## config.mk

```make
export PLATFORM = sky130hd
export DESIGN_NAME = demux1hot_reg_flat
export DESIGN_NICKNAME = d
export VERILOG_FILES = /design/src/rtl/demux1hot_reg_if.sv /design/src/rtl/demux1hot_reg.sv /design/src/flat_wrapper.sv
export SDC_FILE = /design/constraint.sdc
export NUM_CORES = 1
export LEC_CHECK = 0
export CAP_MARGIN = 20
export CORE_ASPECT_RATIO = 1.2
export CORE_MARGIN = 2
export CORE_UTILIZATION = 30
export DETAILED_ROUTE_END_ITERATION = 8
export MAX_ROUTING_LAYER = met4
export PLACE_DENSITY_LB_ADDON = 0.15
export RECOVER_POWER = 50
export SETUP_SLACK_MARGIN = 0.1
export SLEW_MARGIN = 20
export SYNTH_ARGS = -nofsm -noshare
export SYNTH_HDL_FRONTEND = slang
export SYNTH_SLANG_ARGS = --single-unit
```

## constraint.sdc

```tcl
create_clock -name clk -period 3.3 [get_ports clk]
set_input_delay 0.495 -clock clk [delete_from_list [all_inputs] [get_ports clk]]
set_output_delay 0.495 -clock clk [all_outputs]
set_load 0.05 [all_outputs]
```

## src/rtl/demux1hot_reg_if.sv

```systemverilog
// demux1hot_reg_if
//   Bundles the producer-side stream, the NOUT consumer lanes and the error
//   reporting of demux1hot_reg into one interface.
//
//   Ports (signals):
//     in_valid  / in_ready  / in_data / in_sel   producer stream + one-hot select
//     out_valid / out_ready / out_data           per-lane streams, lane i at
//                                                out_data[i*WIDTH +: WIDTH]
//     err / err_cnt                              illegal-select pulse and count
//
//   Handshake: a beat moves on a rising clk edge exactly when valid and ready
//   are both 1 on that edge; valid must not depend on ready, ready may depend
//   on valid-side qualifiers (in_sel) and on downstream ready.
//
//   Modports: master = producer/consumer side (testbench), slave = the demux.
interface demux1hot_reg_if #(
    parameter int WIDTH  = 8,
    parameter int NOUT   = 8,
    parameter int ECNT_W = 8
);
    logic                    in_valid;
    logic                    in_ready;
    logic [WIDTH-1:0]        in_data;
    logic [NOUT-1:0]         in_sel;
    logic [NOUT-1:0]         out_valid;
    logic [NOUT-1:0]         out_ready;
    logic [NOUT*WIDTH-1:0]   out_data;
    logic                    err;
    logic [ECNT_W-1:0]       err_cnt;

    modport master (
        output in_valid, in_data, in_sel, out_ready,
        input  in_ready, out_valid, out_data, err, err_cnt
    );

    modport slave (
        input  in_valid, in_data, in_sel, out_ready,
        output in_ready, out_valid, out_data, err, err_cnt
    );
endinterface

```

## src/rtl/demux1hot_reg.sv

```systemverilog
// demux1hot_reg
//   Registered 1-to-NOUT one-hot demultiplexer. Each beat carries a one-hot
//   lane select; the beat is written into that lane's one-entry holding
//   register so lanes drain independently of each other.
//
//   Ports:
//     clk    rising-edge clock for all state
//     rst_n  synchronous active-low reset
//     bus    demux1hot_reg_if.slave (stream in, NOUT lanes out, err/err_cnt)
//
//   Parameters WIDTH/NOUT/ECNT_W must match those of the connected interface.
//
//   Optional build macro DEMUX1HOT_TRUST_SELECT_EN:
//     defined   -> any nonzero select is legal, lowest set bit picks the lane
//     undefined -> only exact one-hot selects are legal
//   Illegal selects are always accepted and dropped, pulse err and bump the
//   saturating err_cnt.
module demux1hot_reg #(
    parameter int WIDTH  = 8,
    parameter int NOUT   = 8,
    parameter int ECNT_W = 8
) (
    input  logic                 clk,
    input  logic                 rst_n,
    demux1hot_reg_if.slave       bus
);
    localparam int              IDX_W   = $clog2(NOUT);
    localparam logic [NOUT-1:0] SEL_ONE = NOUT'(1);

    logic [NOUT-1:0]             full_q,    full_d;
    logic [NOUT-1:0][WIDTH-1:0]  data_q,    data_d;
    logic                        err_q,     err_d;
    logic [ECNT_W-1:0]           err_cnt_q, err_cnt_d;

    logic                        sel_legal;
    logic [IDX_W-1:0]            sel_idx;
    logic                        in_ready;
    logic                        accept;

    // Select decode. Scanning from the top down leaves the lowest set bit in
    // sel_idx, which is the lane for a one-hot select and the priority pick
    // when multi-bit selects are trusted.
    always_comb begin
        sel_idx = '0;
        for (int i = NOUT - 1; i >= 0; i--) begin
            if (bus.in_sel[i]) sel_idx = IDX_W'(i);
        end
`ifdef DEMUX1HOT_TRUST_SELECT_EN
        sel_legal = |bus.in_sel;
`else
        // x & (x-1) clears the lowest set bit; zero result means at most one.
        sel_legal = (bus.in_sel != '0) &&
                    ((bus.in_sel & (bus.in_sel - SEL_ONE)) == '0);
`endif
    end

    // The target lane can take a beat if it is empty or being drained this
    // cycle (out_ready passes straight through). Illegal beats are always
    // swallowed so a bad select can never stall the producer.
    always_comb begin
        in_ready = 1'b1;
        if (sel_legal) begin
            in_ready = !full_q[sel_idx] | bus.out_ready[sel_idx];
        end
    end

    assign accept = bus.in_valid & in_ready;

    always_comb begin
        full_d    = full_q;
        data_d    = data_q;
        err_d     = 1'b0;
        err_cnt_d = err_cnt_q;

        for (int i = 0; i < NOUT; i++) begin
            if (full_q[i] & bus.out_ready[i]) full_d[i] = 1'b0;
            // A load on the same edge as a drain wins: lane stays full.
            if (accept && sel_legal && (sel_idx == IDX_W'(i))) begin
                full_d[i] = 1'b1;
                data_d[i] = bus.in_data;
            end
        end

        if (accept && !sel_legal) begin
            err_d = 1'b1;
            if (err_cnt_q != '1) err_cnt_d = err_cnt_q + ECNT_W'(1);
        end
    end

    always_ff @(posedge clk) begin
        if (!rst_n) begin
            full_q    <= '0;
            data_q    <= '0;
            err_q     <= 1'b0;
            err_cnt_q <= '0;
        end else begin
            full_q    <= full_d;
            data_q    <= data_d;
            err_q     <= err_d;
            err_cnt_q <= err_cnt_d;
        end
    end

    assign bus.in_ready  = in_ready;
    assign bus.out_valid = full_q;
    assign bus.out_data  = data_q;
    assign bus.err       = err_q;
    assign bus.err_cnt   = err_cnt_q;
endmodule

```

## src/flat_wrapper.sv

```systemverilog
// flat-port wrapper written by rule: the top's interface ports become plain ports
module demux1hot_reg_flat 
#(
    parameter int WIDTH  = 8,
    parameter int NOUT   = 8,
    parameter int ECNT_W = 8
)
  (clk, rst_n, bus_in_valid, bus_in_data, bus_in_sel, bus_out_ready, bus_in_ready, bus_out_valid, bus_out_data, bus_err, bus_err_cnt);
  demux1hot_reg_if #(.WIDTH(WIDTH), .NOUT(NOUT), .ECNT_W(ECNT_W)) bus_i ();
  input  logic clk;
  input  logic rst_n;
  input wire logic [$bits(bus_i.in_valid)-1:0] bus_in_valid;
  input wire logic [$bits(bus_i.in_data)-1:0] bus_in_data;
  input wire logic [$bits(bus_i.in_sel)-1:0] bus_in_sel;
  input wire logic [$bits(bus_i.out_ready)-1:0] bus_out_ready;
  output wire logic [$bits(bus_i.in_ready)-1:0] bus_in_ready;
  output wire logic [$bits(bus_i.out_valid)-1:0] bus_out_valid;
  output wire logic [$bits(bus_i.out_data)-1:0] bus_out_data;
  output wire logic [$bits(bus_i.err)-1:0] bus_err;
  output wire logic [$bits(bus_i.err_cnt)-1:0] bus_err_cnt;
  assign bus_i.in_valid = bus_in_valid;
  assign bus_i.in_data = bus_in_data;
  assign bus_i.in_sel = bus_in_sel;
  assign bus_i.out_ready = bus_out_ready;
  assign bus_in_ready = bus_i.in_ready;
  assign bus_out_valid = bus_i.out_valid;
  assign bus_out_data = bus_i.out_data;
  assign bus_err = bus_i.err;
  assign bus_err_cnt = bus_i.err_cnt;
  demux1hot_reg #(.WIDTH(WIDTH), .NOUT(NOUT), .ECNT_W(ECNT_W)) u_core (.clk(clk), .rst_n(rst_n), .bus(bus_i));
endmodule
```

==> results_dict.tcl <==
set metrics [dict create \
    cts_root_buf "clkbuf_16" \
    wire_per_inst_um 16.4 \
    synth_edf_count 0 \
    synth_top_area_cell "dfxtp_1" \
    cp.arrival_ps 2540 \
    powerDensity_mw_per_mm2 462 \
    setup_viol 0 \
    cts.hold.buffers_added 0 \
    slew_violations 0 \
    max_cap_viol_count 0 \
    place_area_mm2 0.00464 \
    crit_chain "clkdlybuf4s50_1 -> nor4_2 -> buf_4 -> nor4b_1 -> o22ai_2 -> or2b_1 -> buf_4" \
    n_antenna_cell 0 \
    globalRouteTotalUtil 0.167 \
    synth_commonest_cells "dfxtp_1 (81), nand2_1 (79), mux2i_1 (66)" \
    whs_ps 453 \
    synth_cell_types 43 \
    grt_max_degree 41 \
    core_area_mm2 0.0110 \
    drive_gt1_frac 0.106 \
    io_pins 109 \
    fin_area_mm2 0.00501 \
    clk_pin_slew_ps 60 \
    max-slew-margin-rel 0.526 \
    synth-seq-cells 81 \
    crit_type "in2out" \
    ir_drop_mv 0.277 \
    tightest_slew_ps 711 \
    dp_cells 580 \
    skew_ps 5.89 \
    clk_latency_ps 330 \
    cp-start-kind "primary input" \
    async_flop_share 0 \
    status "complete, no violations" \
    report.final.hold_viol_count 0 \
    synth_nets 374 \
    dieArea_mm2 0.0121 \
    syn2layout_area_growth_pct 48.3 \
    final_core_util 0.456 \
    port_buffers 108 \
    ant_nets 0 \
    period_needed_ps 3030 \
    fin_crit_sh 0.920 \
    htreeDepth 3 \
    critPathMaxFanout 10 \
    synth.top_cells.by_area "dfxtp_1 (48%), mux2i_1 (20%), nand2_1 (8.8%), nor2b_1 (1.7%), o21a_1 (1.6%)" \
    vias 2845 \
    synth-main-ff-cell "dfxtp_1" \
    grt_pass1_wl_mm 15.2 \
    yosysMostFrequentCell "dfxtp_1" \
    dpl.hpwl_mm 6.87 \
    netlist.area_leader.share 0.480 \
    crit_slowest_cell "clkdlybuf4s50_1" \
    place_congestion 0.808 \
    grt_pass1_vias 2806 \
    max_stage_delay_ps 520 \
    power.leakage_nw 2.09 \
    synthCells 346 \
    antenna_found_initial 0 \
    die_h_um 120 \
    drc 0 \
    hold_path.class "reg2reg" \
    die_w_um 101 \
    fmax_mhz 330 \
    initial_core_util 0.307 \
    drt-vias-per-instance 4.77 \
    ys_seq_area_frac 0.480 \
    cpMostUsedCell "buf_4" \
    rows 42 \
    crit_path_end_kind "output pin" \
    fin_cells 596 \
    setup_tns_ps 0 \
    synth_area_mm2 0.00338 \
    drt_wl_total_mm 9.77 \
    cts.path.max_buffers 2 \
    gr-total-overflow 0 \
    first_pass_iters 4 \
    rsz0062_at_grt "no" \
    clock-sinks 81 \
    synth-warning-count 0 \
    final_net_count 487 \
    cts_setup_buffers 0 \
    drtIter0Drc 67 \
    crit_required_ps 2800 \
    numCtsBuffers 9 \
    avgSynthCellArea_um2 9.76 \
    cts_tree "built" \
]
## flip-flops by register name, summed over array words and instances, names as in the netlist
register              cells
u_core.bus.err            1
u_core.bus.out_data      64
u_core.bus.out_valid      8
u_core.bus.err_cnt        8
## worst paths after layout
| check | from | to | slack [ps] | depth (start not counted) |
|---|---|---|---|---|
| min | u_core.bus.out_data[6] | u_core.bus.out_data[6] | 450 | 2 |
| max reg2reg | u_core.bus.out_valid[2] | u_core.bus.out_data[36] | 1380 | 8 |
| max | bus_in_sel[1] | bus_in_ready | 270 | 7 |
| min reg2reg | u_core.bus.out_data[6] | u_core.bus.out_data[6] | 450 | 2 |
## timing repair
item                                   in CTS  in global routing
resized for setup                           0                  4
endpoints found under the hold margin       0                  0
setup endpoints to repair                   0                  1
## per-layer routing
| metal | share of wire | up-vias | global-route usage |
|---|---|---|---|
| li1 | - | 1409 | - |
| met1 | 0.45 | 1343 | 0.208 |
| met2 | 0.47 | 85 | 0.258 |
| met3 | 0.066 | 8 | 0.0514 |
| met4 | 0.011 | 0 | 0.0539 |
| met5 | 0 | - | - |
## final cells by class
cell class                 instances  area, um2
fill                            1080       5970
timing repair buffer             122       1180
clock inverter                     6        115
tap                              132        165
sequential                        81       1620
inverter                           4       15.0
multi-input combinational        241       1670
clock buffer                      10        239
## where the power goes
group / total (mW) / internal [mW] / switching, mW
combinational: 0.160 / 0.0617 / 0.0982
sequential: 0.986 / 0.982 / 0.00380
clock: 1.17 / 0.762 / 0.405
## metrics by stage
step,worst slack (ps),power [mW]
3_5_place_dp,147,1.17
5_1_grt,154,2.40
4_1_cts,139,2.34
2_1_floorplan,705,1.10
6_report,265,2.31
3_3_place_gp,143,1.17
## kinds of logic (layout without fill, tap and decap cells)
family / after synthesis / in the layout / share of synthesized area
xor gates and xnor gates: 4 / 4 / 0.0104
buffers and inverters: 24 / 142 / 0.0404
adders and majority gates: 1 / 1 / 0.00370
muxes: 67 / 67 / 0.200
DFF: 81 / 81 / 0.480
and+or+nand+nor: 142 / 142 / 0.202
AOI/OAI and AO/OA: 27 / 27 / 0.0633
## placed cells by master, fill, tap and decap left out, types with 2 or more instances in the layout
cell type / instances
nor4_2: 7
nand4b_1: 2
o31ai_1: 3
nand4_1: 4
and2b_1: 2
clkbuf_16: 9
dlygate4sd3_1: 81
nor2b_1: 9
o22ai_2: 2
o21a_1: 7
nand3_1: 4
xor2_1: 3
nor2_1: 12
a21oi_1: 4
inv_1: 4
clkdlybuf4s50_1: 23
and2_1: 3
bufinv_16: 3
and3_1: 4
dlymetal6s2s_1: 2
a21o_1: 2
dfxtp_1: 81
nand2b_1: 5
nand2_1: 79
clkinv_4: 2
o211ai_1: 2
nor3_1: 3
buf_4: 15
mux2i_1: 66
## worst max-delay path, delay by kind of cell
family	cells	cell delay (ps)
buf+inv	3	890
simple gates	3	910
compound gates	1	250
No activity file was read; power rests on OpenSTA's default activity.
==> RTL change, RTL diff (config.mk and constraints unchanged) <==
`WIDTH` is set to 8 in 3 places; all go to 6.
--- a/src/rtl/demux1hot_reg_if.sv
+++ b/src/rtl/demux1hot_reg_if.sv
@@ -14,7 +14,7 @@
 //
 //   Modports: master = producer/consumer side (testbench), slave = the demux.
 interface demux1hot_reg_if #(
-    parameter int WIDTH  = 8,
+    parameter int WIDTH  = 6,
     parameter int NOUT   = 8,
     parameter int ECNT_W = 8
 );
--- a/src/rtl/demux1hot_reg.sv
+++ b/src/rtl/demux1hot_reg.sv
@@ -16,7 +16,7 @@
 //   Illegal selects are always accepted and dropped, pulse err and bump the
 //   saturating err_cnt.
 module demux1hot_reg #(
-    parameter int WIDTH  = 8,
+    parameter int WIDTH  = 6,
     parameter int NOUT   = 8,
     parameter int ECNT_W = 8
 ) (
--- a/src/flat_wrapper.sv
+++ b/src/flat_wrapper.sv
@@ -1,7 +1,7 @@
 // flat-port wrapper written by rule: the top's interface ports become plain ports
 module demux1hot_reg_flat 
 #(
-    parameter int WIDTH  = 8,
+    parameter int WIDTH  = 6,
     parameter int NOUT   = 8,
     parameter int ECNT_W = 8
 )
Interface: changed (resized bus_in_data and bus_out_data); port bits go from 109 to 91. No check against the original RTL was run, so the function may have changed too.
==> RTL change against the unedited design <==
  * Final area decreased by 16%
  * Routed wire length shrank 21%
  * Sequential power decreased by 20%
  * Synthesized cell count fell by 17%
  * Area after synthesis decreased by 16%
  * Power shrank 27%
  * Sequential cell count decreased by 16
  * Worst setup slack worse by 0.057 ns
  * Final cell count is 14% lower
  * Hold slack improved by 0.0014 ns
==> RTL change: results (changes against the unedited design) <==
Parameter                              Value

STA
  Worst max-slew margin expressed relative to the limit ... 60.1% (+7.5 points)
  Final worst clock skew ... 0.0143 ns (+0.00841 ns)

Place
  Setup slack after placement ... 0.0783 ns (-0.0690 ns)
  Placed Cells incl. Taps ... 494 (-15%)
  Routability Congestion ... 0.774 (-4.1%)
  HPWL after detailed placement ... 5420 µm (-21%)
  Number of port buffers ... 90 (-17%)

Power
  Clk power ... 0.751 mW (-36%)
  Static power due to leakage ... 1.90 nW (-9.0%)
  Internal Dissipation ... 1.28 mW (-29%)
  Seq power ... 0.792 mW (-20%)
  Max rail drop VDD ... 197 µV (-29%)
  Power density relative to cell area ... 404 nW/µm² (-13%)

Final layout
  Share of cells above drive strength 1 ... 11.8% (+1.2 points)
  FILL cells ... 909 (-16%)
  Net count reported at finish ... 411 (-16%)
  Register area ... 1300 µm² (-20%)

Setup path
  Master of the slowest instance on the critical path ... sky130_fd_sc_hd__or4_4
  Maximum net fanout on the critical path ... 7 (-3)
  Data arrival at the endpoint of the critical path ... 2.60 ns (+0.06 ns)
  Origin of the worst setup path ... bus_in_sel[2]
  Largest stage delay on the critical path ... 0.60 ns (+0.08 ns)

Status
  Status ... finished clean

Drt
  Met2 wire length ... 3720 µm (-19%)
  Total via count after detailed routing ... 2383 (-16%)
  Length of routed wiring on met1 ... 3520 µm (-20%)
  First-iteration detailed-routing DRC count ... 63 (-6.0%)
  Met3 routed wirelength ... 367 µm (-43%)
  Total Routed Length ... 7720 µm (-21%)

Yosys
  Synth unique cells ... 46 (+7.0%)
  Mux share of post-synthesis cell area ... 17.6% (-2.4 points)
  XOR/XNOR Fraction of Synth Area ... 1.54% (+0.50 points)
  Post-synthesis adder-cell area fraction ... 0.792% (+0.42 points)
  Top post-synthesis cells by area ... sky130_fd_sc_hd__dfxtp_1 46%, sky130_fd_sc_hd__mux2i_1 18%, sky130_fd_sc_hd__nand2_1 7.7%, sky130_fd_sc_hd__nand4_4 3.0%, sky130_fd_sc_hd__a21boi_1 2.1%
  Part of the Yosys area used for sequential elements ... 45.8% (-2.2 points)
  Synth Area in Compound Gates ... 7.53% (+1.2 points)
  Syn Area/Cell ... 9.94 µm² (+1.8%)
  Most common library cells after synthesis ... 65 x sky130_fd_sc_hd__dfxtp_1, 58 x sky130_fd_sc_hd__nand2_1, 50 x sky130_fd_sc_hd__mux2i_1

Global routing
  Global-route total usage across every layer ... 16.1% (-0.61 points)
  Number of global-route vias before repair ... 2456 (-12%)
  Met1 demand-to-capacity share in global routing ... 20.1% (-0.75 points)
  GR met3 Demand/Resource ... 4.50% (-0.64 points)
  Met2 capacity usage during global routing ... 25.2% (-0.66 points)
  Wire length of the first global-routing pass ... 12600 µm (-17%)
  Maximum number of pins on one net before global-route repair ... 62 (+51%)

Clocking
  Clock root cell ... sky130_fd_sc_hd__clkbuf_8
  Level count of the clock H-tree ... 3 (unchanged)
-- RTL change: cell count changes after synthesis, sizes merged, moves of 5 or more --
cell	unedited run	this run
nand2	79	58
dfxtp	81	65
mux2i	66	50
a21boi	0	8
nor2	13	7
buf	11	6
nor2b	9	4
o21a	7	2
-- RTL change: layout make-up --
class	count	area share, %
flip-flops and latches	65	30.9
clock inverters	6	2.20
inverters	5	0.446
clock buffers	10	3.03
repair buffers	103	24.0
multi-input cells	201	35.8
well taps	120	3.57
-- RTL change: worst paths after layout --
path | cells after the start | slack (ns) | end
worst max-delay path | 6 | 0.21 | bus_in_ready
worst min-delay path | 2 | 0.45 | u_core.bus.out_data[23]
worst max register to register | 7 | 1.40 | u_core.bus.err_cnt[2]
worst min register to register | 2 | 0.45 | u_core.bus.out_data[23]
-- RTL change: kinds of logic after synthesis --
logic type / Yosys count
AO/OA/AOI/OAI: 27
buffers and inverters: 20
AND/OR/NAND/NOR: 117
XOR/XNOR: 5
flip-flops: 65
adder cells (fa/ha/maj): 2
multiplexers: 50
